`config.mk`:
```
export PLATFORM = sky130hd
export DESIGN_NAME = psg_core_flat
export DESIGN_NICKNAME = d
export VERILOG_FILES = /design/src/rtl/psg_core_if.sv /design/src/rtl/psg_core.sv /design/src/flat_wrapper.sv
export SDC_FILE = /design/constraint.sdc
export NUM_CORES = 1
export LEC_CHECK = 0
export BUFFER_PORTS_ARGS = -buffer_cell sky130_fd_sc_hd__buf_2
export CELL_PAD_IN_SITES_DETAIL_PLACEMENT = 1
export CELL_PAD_IN_SITES_GLOBAL_PLACEMENT = 2
export CORE_ASPECT_RATIO = 0.9
export CORE_UTILIZATION = 41
export CTS_CLUSTER_DIAMETER = 200
export DETAILED_ROUTE_END_ITERATION = 10
export PLACE_DENSITY_LB_ADDON = 0.1
export RECOVER_POWER = 25
export REMOVE_ABC_BUFFERS = 1
export SYNTH_ARGS = -nofsm -noshare
export SYNTH_HDL_FRONTEND = slang
export SYNTH_SLANG_ARGS = --single-unit
```
`constraint.sdc`:
```
create_clock -name CLK -period 2.4 [get_ports CLK]
set_input_delay 0.36 -clock CLK [delete_from_list [all_inputs] [get_ports CLK]]
set_output_delay 0.36 -clock CLK [all_outputs]
set_load 0.02 [all_outputs]
```
`src/rtl/psg_core_if.sv`:
```
// rtl/psg_core_if.sv - host byte-write bus between CPU and psg_core
interface psg_core_if;
  logic       nWE;
  logic       nCE;
  logic [7:0] D;
  logic       READY;

  modport master (output nWE, output nCE, output D, input READY);
  modport slave  (input nWE, input nCE, input D, output READY);
endinterface

```
`src/rtl/psg_core.sv`:
```
// rtl/psg_core.sv - SN76489-style sound generator: latch/data write port,
// NUM_TONE square-wave tone channels and one LFSR noise channel
module psg_core #(
  parameter int                NUM_TONE  = 3,
  parameter int                PRESCALE  = 16,
  parameter int                WAIT_CYC  = 2,
  parameter int                LFSR_W    = 15,
  parameter logic [LFSR_W-1:0] LFSR_TAPS = 15'h0003
) (
  input  logic                      CLK,
  input  logic                      nRST,
  psg_core_if.slave                 bus,
  output logic [NUM_TONE-1:0]       tone_out,
  output logic                      noise_out,
  output logic [4*(NUM_TONE+1)-1:0] vol_out
);

  localparam int                PW   = (PRESCALE > 1) ? $clog2(PRESCALE) : 1;
  localparam int                WW   = $clog2(WAIT_CYC + 1);
  localparam logic [LFSR_W-1:0] SEED = {1'b1, {(LFSR_W-1){1'b0}}};
  localparam logic [2:0]        NT   = 3'(NUM_TONE);

  logic              wr, wr_q, accept;
  logic [WW-1:0]     wait_cnt;
  logic [1:0]        latch_ch;
  logic              latch_vol;
  logic [1:0]        tgt_ch;
  logic              tgt_vol, tgt_tone_ch, tgt_valid;
  logic              wr_vol, wr_tone_lo, wr_tone_hi, wr_noise;
  logic [PW-1:0]     presc;
  logic              tick;
  logic              last_tog;
  logic [2:0]        noise_ctl;
  logic [3:0]        vol_n;
  logic [6:0]        ncnt, nreload;
  logic              nflop, nclk_ev, shift, fb;
  logic [LFSR_W-1:0] lfsr;

  // A write is an edge of the combined strobe; a held strobe never repeats.
  assign wr        = ~bus.nWE & ~bus.nCE;
  assign bus.READY = (wait_cnt == '0);
  assign accept    = wr & ~wr_q & bus.READY;

  // Latch bytes address directly; data bytes reuse the last latched target.
  assign tgt_ch      = bus.D[7] ? bus.D[6:5] : latch_ch;
  assign tgt_vol     = bus.D[7] ? bus.D[4]   : latch_vol;
  assign tgt_tone_ch = ({1'b0, tgt_ch} < NT);
  assign tgt_valid   = tgt_tone_ch || (tgt_ch == 2'd3);
  assign wr_vol      = accept & tgt_vol & tgt_valid;
  assign wr_noise    = accept & ~tgt_vol & (tgt_ch == 2'd3);
  assign wr_tone_lo  = accept & ~tgt_vol & bus.D[7] & tgt_tone_ch;
  assign wr_tone_hi  = accept & ~tgt_vol & ~bus.D[7] & tgt_tone_ch;

  always_ff @(posedge CLK or negedge nRST) begin
    if (!nRST) begin
      wr_q      <= 1'b0;
      wait_cnt  <= '0;
      latch_ch  <= 2'd0;
      latch_vol <= 1'b0;
    end else begin
      wr_q <= wr;
      if (accept)
        wait_cnt <= WW'(WAIT_CYC);
      else if (wait_cnt != '0)
        wait_cnt <= wait_cnt - WW'(1);
      if (accept && bus.D[7]) begin
        latch_ch  <= bus.D[6:5];
        latch_vol <= bus.D[4];
      end
    end
  end

  assign tick = (presc == PW'(PRESCALE - 1));

  always_ff @(posedge CLK or negedge nRST) begin
    if (!nRST)
      presc <= '0;
    else
      presc <= tick ? '0 : presc + PW'(1);
  end

  for (genvar c = 0; c < NUM_TONE; c++) begin : g_tone
    logic [9:0] period, cnt;
    logic       sq, sel, tog;
    logic [3:0] vol;

    assign sel = (tgt_ch == 2'(c));
    assign tog = tick && (period > 10'd1) && (cnt <= 10'd1);

    always_ff @(posedge CLK or negedge nRST) begin
      if (!nRST) begin
        period <= '0;
        cnt    <= '0;
        sq     <= 1'b0;
        vol    <= 4'hF;
      end else begin
        if (wr_tone_lo && sel) period[3:0] <= bus.D[3:0];
        if (wr_tone_hi && sel) period[9:4] <= bus.D[5:0];
        if (wr_vol && sel)     vol         <= bus.D[3:0];
        // Period 0/1 parks the channel high rather than toggling at CLK/PRESCALE.
        if (tick && period <= 10'd1) begin
          cnt <= '0;
          sq  <= 1'b1;
        end else if (tog) begin
          cnt <= period;
          sq  <= ~sq;
        end else if (tick) begin
          cnt <= cnt - 10'd1;
        end
      end
    end

    assign tone_out[c]      = sq;
    assign vol_out[4*c +: 4] = vol;

    if (c == NUM_TONE - 1) begin : g_last
      assign last_tog = tog;
    end
  end

  assign vol_out[4*NUM_TONE +: 4] = vol_n;

  always_comb begin
    nreload = 7'd64;
    case (noise_ctl[1:0])
      2'd0:    nreload = 7'd16;
      2'd1:    nreload = 7'd32;
      default: nreload = 7'd64;
    endcase
  end

  assign nclk_ev   = (noise_ctl[1:0] == 2'd3) ? last_tog : (tick && ncnt <= 7'd1);
  assign shift     = nclk_ev & ~nflop;
  assign fb        = noise_ctl[2] ? ^(lfsr & LFSR_TAPS) : lfsr[0];
  assign noise_out = lfsr[0];

  always_ff @(posedge CLK or negedge nRST) begin
    if (!nRST) begin
      noise_ctl <= 3'd0;
      vol_n     <= 4'hF;
      ncnt      <= '0;
      nflop     <= 1'b0;
      lfsr      <= SEED;
    end else begin
      if (wr_noise)                   noise_ctl <= bus.D[2:0];
      if (wr_vol && tgt_ch == 2'd3)   vol_n     <= bus.D[3:0];
      if (tick)                       ncnt      <= (ncnt <= 7'd1) ? nreload : ncnt - 7'd1;
      if (nclk_ev)                    nflop     <= ~nflop;
      // A control write reseeds and swallows any shift due in the same cycle.
      if (wr_noise)
        lfsr <= SEED;
      else if (shift)
        lfsr <= {fb, lfsr[LFSR_W-1:1]};
    end
  end

endmodule

```
`src/flat_wrapper.sv`:
```
// flat-port wrapper written by rule: the top's interface ports become plain ports
module psg_core_flat 
#(
  parameter int                NUM_TONE  = 3,
  parameter int                PRESCALE  = 16,
  parameter int                WAIT_CYC  = 2,
  parameter int                LFSR_W    = 15,
  parameter logic [LFSR_W-1:0] LFSR_TAPS = 15'h0003
)
  (CLK, nRST, tone_out, noise_out, vol_out, bus_nWE, bus_nCE, bus_D, bus_READY);
  psg_core_if bus_i ();
  input  logic CLK;
  input  logic nRST;
  output logic [NUM_TONE-1:0] tone_out;
  output logic noise_out;
  output logic [4*(NUM_TONE+1)-1:0] vol_out;
  input wire logic [$bits(bus_i.nWE)-1:0] bus_nWE;
  input wire logic [$bits(bus_i.nCE)-1:0] bus_nCE;
  input wire logic [$bits(bus_i.D)-1:0] bus_D;
  output wire logic [$bits(bus_i.READY)-1:0] bus_READY;
  assign bus_i.nWE = bus_nWE;
  assign bus_i.nCE = bus_nCE;
  assign bus_i.D = bus_D;
  assign bus_READY = bus_i.READY;
  psg_core #(.NUM_TONE(NUM_TONE), .PRESCALE(PRESCALE), .WAIT_CYC(WAIT_CYC), .LFSR_W(LFSR_W), .LFSR_TAPS(LFSR_TAPS)) u_core (.CLK(CLK), .nRST(nRST), .bus(bus_i), .tone_out(tone_out), .noise_out(noise_out), .vol_out(vol_out));
endmodule
```
== Word-level counts from Yosys, hierarchy flattened ==
Index checks and enable logic that the tools add are counted.
W data, S select, Z words.

* Memory bits (read-only): 0
* Memories: 0
* Bits in latches: 0
* Input bits: 12
* Logic and storage cells: 130
* Flip-flop bits (word level): 115
* RAM bits: 0
* Output and inout port bits: 21

* Add/sub/neg operators: 6
* Shift-type cells: 0
* Reduce and logical (&&, ||, !) cells: 35
* Order comparisons: 11
* Bitwise logic cells: 21
* Multiplexer cells: 26
* Multipliers: 0
* Div/mod/pow operators: 0
* Equality and inequality tests: 6

{| class="wikitable"
|+ Operators by type and width
! operator !! count
|-
| $mux W10 || 9
|-
| $le A10 B1 Y1 const B || 6
|-
| $gt A10 B1 Y1 const B || 3
|-
| $mux W15 || 2
|-
| $sub A10 B1 Y10 const B || 3
|-
| $logic_and A1 B1 Y1 || 21
|-
| $reduce_xor A15 Y1 || 1
|-
| $pmux W7 S2 || 1
|-
| $and A1 B1 Y1 || 12
|-
| $reduce_bool A2 Y1 || 6
|-
| $mux W1 || 9
|-
| $not A1 Y1 || 9
|-
| $reduce_bool A3 Y1 || 3
|-
| $le A7 B1 Y1 const B || 1
|-
| $mux W7 || 1
|-
| $sub A7 B1 Y7 const B || 1
|-
| $eq A2 B2 Y1 const B || 3
|-
| $logic_not A2 Y1 || 3
|-
| $mux W2 || 3
|-
| $add A4 B1 Y4 const B || 1
|-
| $eq A2 B1 Y1 const B || 2
|-
| $eq A4 B4 Y1 const B || 1
|-
| $mux W4 || 1
|-
| $lt A2 B2 Y1 const B || 1
|-
| 2 further kinds || 2
|}

== Logic depth before layout (Yosys ltp) ==
Gate-level depths: netlist of run 1.

* Depth in word-level cells: 8
* Gate-level depth with buffers: 8
* Gate-level depth less buffers: 6

== Least setup slack after synthesis of run 1 ==
OpenSTA, ideal clock, no wires.

* Path type: register -> register
* Start point: register u_core.wait_cnt[0]
* End point: register u_core.g_tone[0].period[0]
* Stages on the path, launching flop included: 7
* Setup time: 0.125 ns
* Path slack: 0.392 ns
* Buffers on the path: 0
* Arrival: 1.883 ns
* Cell sequence: dfrtp_1 inv_1 ha_1 nor4b_4 nand4bb_1 nor2b_1 mux2_2

* Longest elaborated chain between the ends: 6

{| class="wikitable"
|+ Ends and longest elaborated chain
! what !! line !! RTL
|-
| start, declared || psg_core.sv:24 || <nowiki>logic [WW-1:0] wait_cnt;</nowiki>
|-
| start signal, assigned || psg_core.sv:63 || <nowiki>wait_cnt <= WW'(WAIT_CYC);</nowiki>
|-
| start signal, assigned || psg_core.sv:65 || <nowiki>wait_cnt <= wait_cnt - WW'(1);</nowiki>
|-
| $logic_not A2 Y1 || psg_core.sv:41 || <nowiki>assign bus.READY = (wait_cnt == '0);</nowiki>
|-
| net bus_READY || flat_wrapper.sv:20 || <nowiki>output wire logic [$bits(bus_i.READY)-1:0] bus_READY;</nowiki>
|-
| $and A1 B1 Y1 || psg_core.sv:42 || <nowiki>assign accept = wr & ~wr_q & bus.READY;</nowiki>
|-
| $and A1 B1 Y1 (3 in series) || psg_core.sv:51 || <nowiki>assign wr_tone_lo = accept & ~tgt_vol & bus.D[7] & tgt_tone_ch;</nowiki>
|-
| $logic_and A1 B1 Y1 || psg_core.sv:97 || <nowiki>if (wr_tone_lo && sel) period[3:0] <= bus.D[3:0];</nowiki>
|-
| end signal, assigned || psg_core.sv:97 ||
|-
| end, declared || psg_core.sv:83 || <nowiki>logic [9:0] period, cnt;</nowiki>
|}

The timed path passes the listed nets, and every way through them passes these cells.
A chain may end at the register's enable or synchronous reset.

== Worst setup path in the final report of run 1 ==
* Start point: register u_core.wait_cnt[0]
* End point: register u_core.g_tone[1].period[1]

* Longest elaborated chain between the ends: 6

{| class="wikitable"
|+ Ends and longest elaborated chain
! what !! line
|-
| $logic_not A2 Y1 || psg_core.sv:41
|-
| $and A1 B1 Y1 || psg_core.sv:42
|-
| $and A1 B1 Y1 (3 in series) || psg_core.sv:51
|-
| $logic_and A1 B1 Y1 || psg_core.sv:97
|-
| end signal, assigned || psg_core.sv:97
|-
| end, declared || psg_core.sv:83
|}

No other way between the ends.

==> results of run 1 <==
[worst paths after layout]
check | to | slack (ps) | depth (start not counted)
hold reg to reg | u_core.g_tone[1].sq$_DFFE_PN0P_ | 490 | 1
min in group asynchronous | u_core.ncnt[3]$_DFFE_PN0N_ | 630 | 2
setup / recovery | u_core.g_tone[1].period[1]$_DFFE_PN0P_ | 180 | 6
hold / removal | u_core.wr_q$_DFF_PN0_ | 160 | 2
setup reg to reg | u_core.g_tone[1].period[1]$_DFFE_PN0P_ | 180 | 6
max in group asynchronous | u_core.g_tone[1].cnt[7]$_DFFE_PN0P_ | 460 | 3
[synth_stat cells (all sizes together) (3+ instances only)]
library cell,number
dfstp,17
a32oi,3
ha,10
inv,28
nand3,10
nor2,27
and2,4
or3b,3
o2bb2ai,4
buf,15
nand2,36
o31ai,8
and3,7
nor4b,4
mux2i,38
mux2,55
o21ai,18
nand2b,5
nor2b,7
or2,4
nor4,13
o22ai,16
nand4b,3
or3,6
a31o,3
nor3,16
clkbuf,11
a31oi,13
o32ai,5
a21oi,9
dfrtp,98
nand4,3
[power groups by stage]
| stage | sequential (mW) | clock [mW] | combinational, mW |
|---|---|---|---|
| 5_1_grt | 3.04 | 2.44 | 3.03 |
| 3_3_place_gp | 2.96 | 0 | 2.64 |
| 6_report | 2.97 | 2.30 | 2.72 |
| 2_1_floorplan | 2.98 | 0 | 1.84 |
| 3_5_place_dp | 2.99 | 0 | 2.71 |
| 4_1_cts | 2.97 | 2.36 | 2.75 |
[layout by cell type (no fill, tap or decap), drive strengths merged, types with 5 or more instances in the layout]
| master | count |
|---|---|
| a21oi | 9 |
| a31oi | 13 |
| and3 | 7 |
| buf | 47 |
| clkbuf | 22 |
| clkinv | 8 |
| dfrtp | 98 |
| dfstp | 17 |
| ha | 10 |
| inv | 30 |
| mux2 | 55 |
| mux2i | 38 |
| nand2 | 36 |
| nand2b | 5 |
| nand3 | 10 |
| nor2 | 27 |
| nor2b | 7 |
| nor3 | 16 |
| nor4 | 13 |
| o21ai | 18 |
| o22ai | 16 |
| o31ai | 8 |
| o32ai | 5 |
| or3 | 6 |
[cell families (layout without fill, tap and decap cells)]
kind of cell,Yosys count,count (layout),synth area share
AND/OR/NAND/NOR,156,156,0.1532
flip-flops,115,115,0.4875
AO/OA/AOI/OAI,101,101,0.1233
multiplexers,93,93,0.1681
buffers and inverters,54,112,0.04250
adder cells (fa/ha/maj),10,10,0.02104
XOR/XNOR,3,3,0.004419
[per-stage QoR]
step	power (mW)	worst slack, ps	cell area [um2]	util
final	7.989	184.7	6894	0.4887
after CTS	8.070	180.9	6914	0.4901
after global placement	5.597	370.8	6359	0.4507
after global routing	8.518	11.32	6894	0.4887
after detailed placement	5.698	229.4	6359	0.4507
after floorplan	4.822	-33.83	5799	-
[routing by layer]
metal | share of wire | GRT usage | vias up
met5 | 0 | 0 | -
met1 | 0.49 | 0.3077 | 2208
met4 | 0.010 | 0.06902 | 0
li1 | - | - | 2060
met2 | 0.47 | 0.3550 | 51
met3 | 0.028 | 0.04672 | 14
[sequential cells by signal, summed over array words and instances, names as in the netlist, 2 cells and up]
name / cells
u_core.g_tone.vol: 12
u_core.lfsr: 15
u_core.presc: 4
u_core.vol_n: 4
u_core.ncnt: 7
u_core.g_tone.cnt: 30
u_core.wait_cnt: 2
u_core.g_tone.sq: 3
u_core.noise_ctl: 3
u_core.latch_ch: 2
u_core.g_tone.period: 30
[layout make-up]
cell class	count	share of cell area
Clock buffer	18	0.06370
Clock inverter	14	0.01543
Inverter	28	0.01525
Multi-Input combinational cell	363	0.4054
Sequential cell	115	0.4205
Tap cell	193	0.03503
Timing Repair Buffer	52	0.04465
[worst reg2reg max path, cell delays in order (launching register included)]
cell and delay (ps):
sky130_fd_sc_hd__dfrtp_1 400, sky130_fd_sc_hd__inv_1 70, sky130_fd_sc_hd__ha_1 230, sky130_fd_sc_hd__nor4b_4 410, sky130_fd_sc_hd__nand4bb_1 250, sky130_fd_sc_hd__nor2_1 360, sky130_fd_sc_hd__mux2_2 380
==> results list, run 1 <==
* Initial DRT Pass Iterations: 4
- Measured along the y axis, the die boundary spans ~120 um.
* RD Place Congestion: a little under 0.8
* Detail-routed via count per cell: between 5 and 6
- Transition at the pin with the smallest max-transition slack: around 960 ps
* Clock root cell: sky130_fd_sc_hd__clkbuf_16
* Tcrit/Tclk final: 0.9230
- Congestion Overflow GR: 0
- Min-Delay Path Class: in -> reg
- Across the VDD grid, the largest voltage drop is approximately 700 uV.
- Number of global-route vias before repair: between 4,000 and 5,000
- Maximum capacitance violations: 0
- Origin of the worst min-delay path: bus_nWE
- Number of buffers inserted for hold repair after clock tree synthesis: 1
- Status: finished, final reports clean
* TritonCTS clock tree: built
- Setup TNS: 0 ps
- Avg Cell Area, Syn: about 11 um2
- Yosys warns: 0
- Worst endpoint data arrival time: between 2000 and 3000 ps
* Combinational group share of total power: 0.341
- The worst pin sits at a relative slew slack of 0.3609.
- The synthesized netlist contains 74 unique library cells.
- Once placement completed, the tool counted placed cells totaling 750.
- Bufs and invs on worst path: 1
- Clock skew on the completed layout was measured at about 7.6 ps.
- Power per Cell Area: 1159 nW/um2
* Cell types occupying the most area after synthesis: sky130_fd_sc_hd__dfrtp_1 41%, sky130_fd_sc_hd__mux2_2 10%, sky130_fd_sc_hd__dfstp_2 7.5%
- Post-Route Hold Slack: between 150 and 200 ps
- The internal portion of the total power is roughly 5.1 mW.
- Wires add up to ~15,000 um.
- The floorplan step defined a die boundary enclosing 14,990 um2.
- Unrepaired setup endpoints after global routing: false
* First-iteration detailed-routing DRC count: between 200 and 250
- In the final layout, the share of cells above drive strength 1 is 0.3000.
- Cell area after technology mapping: roughly 5900 um2
- The detail route stage leaves a number of antenna-violating nets equal to 0.
- Count of H-tree levels built during CTS: 4
- The largest single stage delay on the critical path is roughly 410 ps.
- Critical Path Start Type: flip-flop
- In this run the power spent charging and discharging nets is 2.934 mW.
- Most common flop cell mapped by yosys: sky130_fd_sc_hd__dfrtp_1
* Switching part of the total power: 0.3672
- Post-synth top area share: 0.4124
- Post-layout net count: 599
- Total number of placement rows: slightly above 40
* Clock network latency to the later pin of the worst-skew pair: ~420 ps
* Routed length per instance: between 15 and 20 um
- Critical Path Fanout Max: 7
- CTS saw approximately 120 sinks.
- Width of the die: about 130 um
- Kind of critical path: reg -> reg
* Beginning of the critical path: u_core.wait_cnt[0]$_DFFE_PN0P_
- For this run, the total global-route usage over all layers was measured as 0.2236.
- Data required time at the worst endpoint: 2700 ps
* Cell type of the slowest stage on the worst timing path: sky130_fd_sc_hd__nor4b_4
- After synthesis the netlist holds a flip-flop and latch count of approximately 120.
- Area of all sequential standard cells: 2899 um2
* Initial antenna violation count: 0
- Critical path endpoint category: flip-flop
- Setup violations remaining at the end of the flow were counted as 0.
- Clock slew at the register clock pins of the worst setup and hold paths: 60 ps
- Final critical delay including setup and external delays: roughly 2200 ps
- The first global-routing pass estimated 25,410 um of wire.
- 33 I/O pins were placed.
- The routed layout has ~4,300 vias.
- Timing would allow up to about 0.45 GHz.
- The synthesized design spends more area on one cell type than any other, namely sky130_fd_sc_hd__dfrtp_1.
* CTS-repair resized insts: 0
- Number of flops mapped to enable cells by yosys: 0
- Of the total power, the clock network draws 0.288.
* Seq/Total Area, Yosys: 0.4875
- Grouping stages by cell kind, the critical path spends the most delay in simple AND/OR/NAND/NOR gates.
- The finished layout holds slightly below 800 standard cells, fillers aside.
- Number of endpoints with negative hold slack in the final report: 0
* Signed area change from the synthesized netlist to the final layout: 15.93%
- The core region is ~14,000 um2.
* Area taken by multi-input logic gates: 2795 um2
- Count of inserted antenna diode cells: 0
- Walking the worst path, the cells encountered are inv_1, ha_1, nor4b_4, nand4bb_1, nor2_1, mux2_2.
- Worst reg2reg startpoint: u_core.wait_cnt[0]$_DFFE_PN0P_
- Counting the fill cells in the layout gives roughly 1,500.
- Once detailed placement completed, the half-perimeter wirelength came to approximately 10,000 um.
* Part of the total power dissipated in sequential elements: 0.372
- For this run, design rule violations remaining after detail routing come to 0.
- Total clock buffers created by CTS: 17
- Static power due to leakage: between 3 and 4 nW
* Number of standard cells after synthesis: approximately 530
- In the synthesized netlist the async set-or-reset flop fraction comes to 1.000.
- In this run the tool buffered the top-level ports with 32 buffer cells.
- Max Root-Sink Buffers: 2
- For this configuration, the core starts out at a cell density of 0.4216.
* Number of setup buffers added after CTS: 0
* Pin count of the biggest net entering global routing: between 40 and 50
* Final slew viol count: 0
Note: power is estimated with default switching activity, not from simulation.
==> run 2, diff against run 1 <==
--- a/config.mk
+++ b/config.mk
@@ -13,7 +13,7 @@
 export CTS_CLUSTER_DIAMETER = 200
 export DETAILED_ROUTE_END_ITERATION = 10
 export PLACE_DENSITY_LB_ADDON = 0.1
-export RECOVER_POWER = 25
+export RECOVER_POWER = 50
 export REMOVE_ABC_BUFFERS = 1
 export SYNTH_ARGS = -nofsm -noshare
 export SYNTH_HDL_FRONTEND = slang
==> run 2 against run 1 <==
  * Die area is the same
  * Cell count is the same
  * Global-route usage is the same
  * First-iteration DRC count is the same
  * Clock power is essentially flat
  * Routed wire length grew 0.20%
  * Critical path depth is the same
  * Worst hold slack is essentially flat
  * Combinational power is essentially flat
  * Power is essentially flat
  * Sequential share of layout area is essentially flat
  * Clock-buffer cell count is the same
  * Critical endpoint unchanged
==> results list, run 2 (synthesis results as in run 1) <==
- Total design power: 7.987 mW (was 7.989 mW)
- Number of buffers inserted for hold repair after clock tree synthesis: 1 (unchanged)
- The number of antenna diodes was 0 (unchanged).
* Unrepaired setup endpoints after global routing: false (unchanged)
- Overall Global Routing Usage: 0.2236 (unchanged)
- The buffer type at the clock tree root is sky130_fd_sc_hd__clkbuf_16 (unchanged).
* Number of setup buffers added after CTS: 0 (unchanged)
* Maximum vdd drop: 682.6 uV (was 682.5 uV)
- Worst endpoint data arrival time: 2510 ps (about the same)
- First-iteration detailed-routing DRC count: 214 (unchanged)
- The floorplan core area came to 14,110 um2 (unchanged).
* Die Area: 14,990 um2 (unchanged)
- The die boundary width is 129.0 um (unchanged).
* Signed area change from the synthesized netlist to the final layout: 15.82% (was 15.93%)
- Post-layout net count: 599 (unchanged)
- The post-CTS resize count came to 0 (unchanged).
* Total clock buffers created by CTS: 17 (unchanged)
* Final critical delay including setup and external delays: 2216 ps (was 2215 ps)
- Initial DRT Pass Iterations: 4 (unchanged)
* Routed length per instance: 18.93 um (was 18.90 um)
- The final hold violation count is 0 (unchanged).
- The vertical die dimension came to 116.3 um (unchanged).
* Worst slew margin: 0.3623 (was 0.3609)
- The via count came to 4,344 (was 4,333).
- Series of cell instances along the critical path: inv_1, ha_1, nor4b_4, nand4bb_1, nor2_1, mux2_2 (unchanged)
- The post-layout utilization of the core came to 0.4882 (was 0.4887).
* Clock network latency to the later pin of the worst-skew pair: 420 ps (about the same)
- Global-route wire length before repair: 25,410 um (unchanged)
- The average vias per placed instance was 5.548 (was 5.534).
* TritonCTS clock tree: built (unchanged)
* Kind of critical path: reg -> reg (unchanged)
- Final Cell Area: 6888 um2 (was 6894 um2)
- The total power per unit cell area was 1160 nW/um2 (was 1159 nW/um2).
- The maximum clock frequency is 0.4513 GHz (was 0.4514 GHz).
- The ratio of cells with drive above 1 in the final layout came to 0.2949 (was 0.3000).
- The total global routing overflow came to 0 (unchanged).
- Count of pins on the block boundary: 33 (unchanged)
- Tcrit/Tclk final: 0.9233 (was 0.9230)
- The slew at the pin closest to its max-slew limit was 956.6 ps (was 958.6 ps).
- The count of pins over their slew limit is 0 (unchanged).
- Pin count of the biggest net entering global routing: 47 (unchanged)
- The number of H-tree branching levels came to 4 (unchanged).
- Remaining antenna violation count: 0 (unchanged)
- Critical Path Fanout Max: 7 (unchanged)
- Post-Route Hold Slack: 155.4 ps (about the same)
- The cell type of the slowest stage on the worst timing path is sky130_fd_sc_hd__nor4b_4 (unchanged).
- Maximum capacitance violations: 0 (unchanged)
- Min-Delay Path Class: in -> reg (unchanged)
- The last weighted congestion value of the routability-driven placer is 0.7695 (unchanged).
* Placement-stage cell area: 6359 um2 (unchanged)
- Crit-path max cell delay: 410 ps (about the same)
* Bufs and invs on worst path: 1 (unchanged)
- The number of inserted filler cells in the final layout is 1,536 (was 1,533).
* Static power due to leakage: 3.223 nW (was 3.231 nW)
- The largest buffer count on any clock path is 2 (unchanged).
- Number of remaining DRC errors: 0 (unchanged)
* Largest clock skew in the final design: 8.231 ps (was 7.559 ps)
- Status: finished, final reports clean (unchanged).
- The most frequent standard cell in the layout excluding fill and tap cells is sky130_fd_sc_hd__dfrtp_1 (unchanged).
* Kind of cell adding the most delay to the critical path: simple AND/OR/NAND/NOR gates (unchanged)
- Critical Path Start Type: flip-flop (unchanged)
- Initial antenna violation count: 0 (unchanged)
- Final HPWL DP: 10,400 um (unchanged)
- Final setup violation count: 0 (unchanged)
- PortBufs: 32 (unchanged)
- The via count of the first global-routing pass came to 4,696 (unchanged).
- The initial cell density of the core came to 0.4216 (unchanged).
* Total number of placement rows: 41 (unchanged)
- CTS sink count: 115 (unchanged)
- The required time of the critical path came to 2700 ps (about the same).
* Largest registers: u_core.g_tone.cnt x30, u_core.g_tone.period x30, u_core.lfsr x15 (unchanged)
- Critical path endpoint category: flip-flop (unchanged)
- Clock slew at the register clock pins of the worst setup and hold paths: 60 ps (about the same)
* Setup TNS: 0 ps (unchanged)
- Final wirelength: 14,830 um (was 14,800 um)
* Top library cells by usage in the layout, fill and taps aside: 98 x sky130_fd_sc_hd__dfrtp_1, 54 x sky130_fd_sc_hd__mux2_2, 38 x sky130_fd_sc_hd__mux2i_1 (unchanged)
-- run 2: cell types whose count changed in the layout (fill, tap and decap cells not counted) --
cell / change
sky130_fd_sc_hd__buf_4: -1
sky130_fd_sc_hd__clkbuf_1: +3
sky130_fd_sc_hd__clkbuf_2: +1
sky130_fd_sc_hd__buf_2: -3
-- run 2: metrics by stage --
step / cells / setup slack [ps]
3_5_place_dp: 750 / 229.4
3_3_place_gp: 750 / 370.8
6_report: 783 / 184.1
5_1_grt: 783 / 11.32
4_1_cts: 783 / 180.9
2_1_floorplan: 506 / -33.83
-- run 2: layer usage --
layer / part of all wire / vias up / track usage / wire length [um]
met5: 0 / - / 0 / 0
li1: - / 2064 / - / -
met2: 0.47 / 54 / 0.3550 / 6965
met4: 0.010 / 0 / 0.06902 / 152
met3: 0.029 / 14 / 0.04672 / 425
met1: 0.49 / 2212 / 0.3077 / 7283
-- run 2: where the power goes --
group          leakage [nW]  switching, mW  internal, mW
sequential             1.46          0.484          2.49
clock                 0.259          0.951          1.35
combinational          1.50           1.50          1.21
-- run 2: path summary, 6_finish.rpt --
path | startpoint | end | slack, ps | cells past startpoint
hold / removal | bus_nWE | u_core.wr_q$_DFF_PN0_ | 160 | 2
min in group asynchronous | nRST | u_core.ncnt[3]$_DFFE_PN0N_ | 630 | 2
hold reg to reg | u_core.g_tone[1].sq$_DFFE_PN0P_ | u_core.g_tone[1].sq$_DFFE_PN0P_ | 500 | 1
max in group asynchronous | nRST | u_core.g_tone[1].cnt[7]$_DFFE_PN0P_ | 460 | 3
setup reg to reg | u_core.wait_cnt[0]$_DFFE_PN0P_ | u_core.g_tone[1].period[1]$_DFFE_PN0P_ | 180 | 6
setup / recovery | u_core.wait_cnt[0]$_DFFE_PN0P_ | u_core.g_tone[1].period[1]$_DFFE_PN0P_ | 180 | 6
-- run 2: cell type report --
cell class,count,area [um2],share of cell area
Sequential cell,115,2899,0.4209
Multi-Input combinational cell,363,2795,0.4058
Clock buffer,18,439.2,0.06376
Timing Repair Buffer,52,301.5,0.04378
Tap cell,193,241.5,0.03506
Clock inverter,14,106.4,0.01544
Inverter,28,105.1,0.01526
==> run 3, diff against run 2 <==
--- a/config.mk
+++ b/config.mk
@@ -5,13 +5,14 @@
 export SDC_FILE = /design/constraint.sdc
 export NUM_CORES = 1
 export LEC_CHECK = 0
-export BUFFER_PORTS_ARGS = -buffer_cell sky130_fd_sc_hd__buf_2
+export ABC_AREA = 1
 export CELL_PAD_IN_SITES_DETAIL_PLACEMENT = 1
 export CELL_PAD_IN_SITES_GLOBAL_PLACEMENT = 2
 export CORE_ASPECT_RATIO = 0.9
-export CORE_UTILIZATION = 41
+export CORE_UTILIZATION = 39
 export CTS_CLUSTER_DIAMETER = 200
 export DETAILED_ROUTE_END_ITERATION = 10
+export DONT_BUFFER_PORTS = 1
 export PLACE_DENSITY_LB_ADDON = 0.1
 export RECOVER_POWER = 50
 export REMOVE_ABC_BUFFERS = 1
==> run 3 against run 2 <==
  * The run now ends with negative hold slack left
  * Largest power group unchanged
  * Core utilization fell by 3.4 points
  * Routed wire length fell by 5.8%
  * Synthesized cell count rose by 28%
  * Fmax increased by 5.7%
  * Sequential share of layout area up 1.5 points
  * Register-to-register slack better by 120 ps
  * Power up 2.6%
  * First-iteration DRC count down 13%
  * Sequential cell count unchanged
  * Clock skew rose by 3.1 ps
  * Largest cell class unchanged
  * Worst hold slack worse by 520 ps
==> results list, run 3 <==
* Die Area: 15,510 um2 (was 14,990 um2)
- The category of the worst setup path launch point is a flip-flop (unchanged).
- First-iteration detailed-routing DRC count: 187 (was 214)
- The kind of capture point of the worst setup path is a flip-flop (unchanged).
- Count of inserted antenna diode cells: 0 (unchanged)
- The ratio of cells with drive above 1 in the final layout was 0.1660 (was 0.2949).
- Critical Path Fanout Max: 24 (was 7)
- The post-cts hold buffer count is 2 (was 1).
- Final wirelength: 13,970 um (was 14,830 um)
* Post-synth top area share: 0.4187 (was 0.4124)
- The proportion of register bits with asynchronous set or reset after synthesis was 1.000 (unchanged).
- The reg-to-reg endpoint is u_core.lfsr[2]$_DFFE_PN0P_ (was u_core.g_tone[1].period[1]$_DFFE_PN0P_).
- The last weighted congestion value of the routability-driven placer was 0.7864 (was 0.7695).
- The minimum clock period after layout is 2096 ps (was 2216 ps).
* Count of pins on the block boundary: 33 (unchanged)
- The clock network latency to the later pin of the worst-skew pair is 420 ps (about the same).
- The checks that failed: negative hold slack.
- Final HPWL DP: 9576 um (was 10,400 um)
* Max Clk Rate: 0.4770 GHz (was 0.4513 GHz)
- The mean area per synthesized cell is 8.600 um2 (was 11.18 um2).
- Effective utilization at floorplan: 0.3995 (was 0.4216)
- Final cell count without fillers: 903 (was 783)
- Most frequent cells after synthesis: 186 x sky130_fd_sc_hd__nand2_1, 98 x sky130_fd_sc_hd__dfrtp_1, 53 x sky130_fd_sc_hd__inv_1, 53 x sky130_fd_sc_hd__nor2_1, 47 x sky130_fd_sc_hd__o21ai_0 (was 98 x sky130_fd_sc_hd__dfrtp_1, 54 x sky130_fd_sc_hd__mux2_2, 38 x sky130_fd_sc_hd__mux2i_1).
- The mapped cell area is 5857 um2 (was 5947 um2).
- Width of the die: 131.2 um (was 129.0 um)
- The buffer type at the clock tree root was sky130_fd_sc_hd__clkbuf_16 (unchanged).
- The launching point of the worst reg2reg path is u_core.g_tone[2].cnt[0]$_DFFE_PN0P_ (was u_core.wait_cnt[0]$_DFFE_PN0P_).
- Initial DRT Pass Iterations: 4 (unchanged)
- End-of-flow core utilization: 0.4541 (was 0.4882)
- The initial antenna violation count came to 0 (unchanged).
- TritonCTS clock tree: built (unchanged)
* Post-Route Hold Slack: -366.7 ps (was 155.4 ps)
- Overall Global Routing Usage: 0.2014 (was 0.2236)
* Area taken by multi-input logic gates: 2575 um2 (was 2795 um2)
- The post-CTS resize count came to 0 (unchanged).
- Cell types occupying the most area after synthesis: sky130_fd_sc_hd__dfrtp_1 42%, sky130_fd_sc_hd__nand2_1 12%, sky130_fd_sc_hd__dfstp_2 7.6% (was sky130_fd_sc_hd__dfrtp_1 41%, sky130_fd_sc_hd__mux2_2 10%, sky130_fd_sc_hd__dfstp_2 7.5%)
- PortBufs: 0 (was 32)
- The area growth from synthesis to final layout came to 13.67% (was 15.82%).
* CTS sink count: 115 (unchanged)
* Number of remaining DRC errors: 0 (unchanged)
- The site row count was 42 (was 41).
- The number of H-tree branching levels is 4 (unchanged).
- The count of state elements after synthesis is 115 (unchanged).
* Congestion Overflow GR: 0 (unchanged)
- The count of pins over their slew limit is 0 (unchanged).
- The part of the Yosys area used for sequential elements is 0.4950 (was 0.4875).
* Data required time at the worst endpoint: 2760 ps (was 2700 ps)
- The wire length of the first global-routing pass is 24,420 um (was 25,410 um).
- The beginning of the critical path is u_core.g_tone[2].cnt[0]$_DFFE_PN0P_ (was u_core.wait_cnt[0]$_DFFE_PN0P_).
- Pin count of the biggest net entering global routing: 116 (was 47)
- Largest registers: u_core.g_tone.cnt x30, u_core.g_tone.period x30, u_core.lfsr x15 (unchanged).
- The number of cell instances on the worst register-to-register path was 12 (was 6).
* Worst slew margin: 0.6290 (was 0.3623)
* Post-layout net count: 714 (was 599)
* Setup TNS: 0 ps (unchanged)
* Final Cell Area: 6658 um2 (was 6888 um2)
- Status: finished with violations (was finished, final reports clean).
* Number of global-route vias before repair: 4,783 (was 4,696)
- Tcrit/Tclk final: 0.8735 (was 0.9233)
- Routed length per instance: 15.47 um (was 18.93 um)
- Fill cells: 1,738 (was 1,536)
* Final setup violation count: 0 (unchanged)
- The total CTS buffers is 17 (unchanged).
- Worst endpoint data arrival time: 2460 ps (was 2510 ps)
- Number of endpoints with negative hold slack in the final report: 115 (was 0)
- The via count was 4,518 (was 4,344).
- Unrepaired setup endpoints after global routing: false (unchanged).
* Maximum capacitance violations: 0 (unchanged)
* Power per Cell Area: 1230 nW/um2 (was 1160 nW/um2)
* Number of flops mapped to enable cells by yosys: 0 (unchanged)
- The worst setup path endpoint was u_core.lfsr[2]$_DFFE_PN0P_ (was u_core.g_tone[1].period[1]$_DFFE_PN0P_).
- Maximum vdd drop: 600.9 uV (was 682.6 uV)
* Top library cells by usage in the layout, fill and taps aside: 186 x sky130_fd_sc_hd__nand2_1, 98 x sky130_fd_sc_hd__dfrtp_1, 54 x sky130_fd_sc_hd__nor2_1 (was 98 x sky130_fd_sc_hd__dfrtp_1, 54 x sky130_fd_sc_hd__mux2_2, 38 x sky130_fd_sc_hd__mux2i_1)
* Vertical extent of the die: 118.3 um (was 116.3 um)
- Yosys warns: 0 (unchanged)
- The number of library cell types mapped by synthesis came to 43 (was 74).
- The average vias per placed instance came to 5.003 (was 5.548).
- The clock transition time at the flip-flop clock pins of the worst setup and hold paths was 60 ps (about the same).
- Remaining antenna violation count: 0 (unchanged)
- The worst clock skew came to 11.28 ps (was 8.231 ps).
* Transition at the pin with the smallest max-transition slack: 555.9 ps (was 956.6 ps)
- Area of all sequential standard cells: 2899 um2 (unchanged)
- The dominant cell by count in the synthesized netlist was sky130_fd_sc_hd__nand2_1 (was sky130_fd_sc_hd__dfrtp_1).
* Max Root-Sink Buffers: 2 (unchanged)
- The most used flip-flop cell after synthesis is sky130_fd_sc_hd__dfrtp_1 (unchanged).
- The leakage power was 3.153 nW (was 3.223 nW).
* Min-Delay Path Class: in -> async (was in -> reg)
- Setup slack of the worst register-to-register path: 300 ps (was 180 ps)
- The most frequent standard cell in the layout excluding fill and tap cells was sky130_fd_sc_hd__nand2_1 (was sky130_fd_sc_hd__dfrtp_1).
- The floorplan core area came to 14,660 um2 (was 14,110 um2).
- The startpoint-to-endpoint class of the critical path was reg -> reg (unchanged).
- Placed cell count: 869 (was 750)
- The post-synthesis instance total was 681 (was 532).
- The post-synthesis cell type with the largest combined area is sky130_fd_sc_hd__dfrtp_1 (unchanged).
- The instance area at placement came to 6027 um2 (was 6359 um2).
[run 3: how the worst min path moves through the flow]
stage,startpoint,end,slack (ps),cells after the start
after floorplan,nRST,u_core.g_tone[0].cnt[0]$_DFFE_PN0P_,60,0
after global placement,nRST,u_core.g_tone[1].cnt[9]$_DFFE_PN0P_,70,0
after detailed placement,nRST,u_core.g_tone[1].cnt[9]$_DFFE_PN0P_,70,0
after CTS,nRST,u_core.g_tone[2].cnt[8]$_DFFE_PN0P_,-390,0
after global routing,nRST,u_core.g_tone[2].cnt[8]$_DFFE_PN0P_,-380,0
final,nRST,u_core.g_tone[2].cnt[8]$_DFFE_PN0P_,-370,0
[run 3: kinds of logic (layout without fill, tap and decap cells)]
| group | Yosys count | after routing | share of synthesized area |
|---|---|---|---|
| adder cells (fa/ha/maj) | 10 | 10 | 0.02136 |
| AO/OA/AOI/OAI | 130 | 130 | 0.1346 |
| AND/OR/NAND/NOR | 328 | 328 | 0.2587 |
| buffers and inverters | 81 | 105 | 0.06494 |
| flip-flops | 115 | 115 | 0.4950 |
| XOR/XNOR | 17 | 17 | 0.02542 |
[run 3: what timing repair did]
item / in CTS / in global routing
setup buffers: 0 / 0
endpoints found under the setup margin: 0 / 0
hold endpoints to repair: 116 / 115
[run 3: area by class of cell]
cell class	instances	share of cell area
flip-flops and latches	115	0.4354
multi-input cells	485	0.3868
clock buffers	18	0.06596
well taps	198	0.03721
inverters	62	0.03533
clock inverters	14	0.02669
repair buffers	11	0.01259
[run 3: layer usage]
layer,vias to the layer above,global-route usage,share of wire
li1,2248,-,-
met1,2192,0.2736,0.50
met2,62,0.3049,0.45
met3,16,0.05663,0.045
met4,0,0.07500,0.012
met5,-,0,0
[run 3: report_power, final]
part | total (mW) | leakage, nW | internal, mW | switching, mW
registers | 3.26 | 1.44 | 2.62 | 0.639
clock network | 2.65 | 0.290 | 1.67 | 0.979
logic | 2.28 | 1.42 | 0.870 | 1.41
[run 3: worst max-delay path: stages (launching register included)]
cell and delay [ps]:
sky130_fd_sc_hd__dfrtp_1 400, sky130_fd_sc_hd__inv_1 120, sky130_fd_sc_hd__ha_1 240, sky130_fd_sc_hd__inv_1 60
sky130_fd_sc_hd__nand2_1 100, sky130_fd_sc_hd__nand3_4 100, sky130_fd_sc_hd__nor2_8 150, sky130_fd_sc_hd__nand3_4 160
sky130_fd_sc_hd__nand2_4 110, sky130_fd_sc_hd__nand3_4 260, sky130_fd_sc_hd__nand2_4 210, sky130_fd_sc_hd__nand2_1 60
sky130_fd_sc_hd__nand2_1 60
[run 3: stage by stage]
stage	power (mW)	setup slack, ps	hold slack, ps
floorplan	5.022	506.8	64.41
finish	8.191	303.5	-366.7
global route	8.794	56.33	-383.4
CTS	8.299	260.2	-387.1
global placement	5.500	374.3	67.50
detailed placement	5.585	275.2	70.07
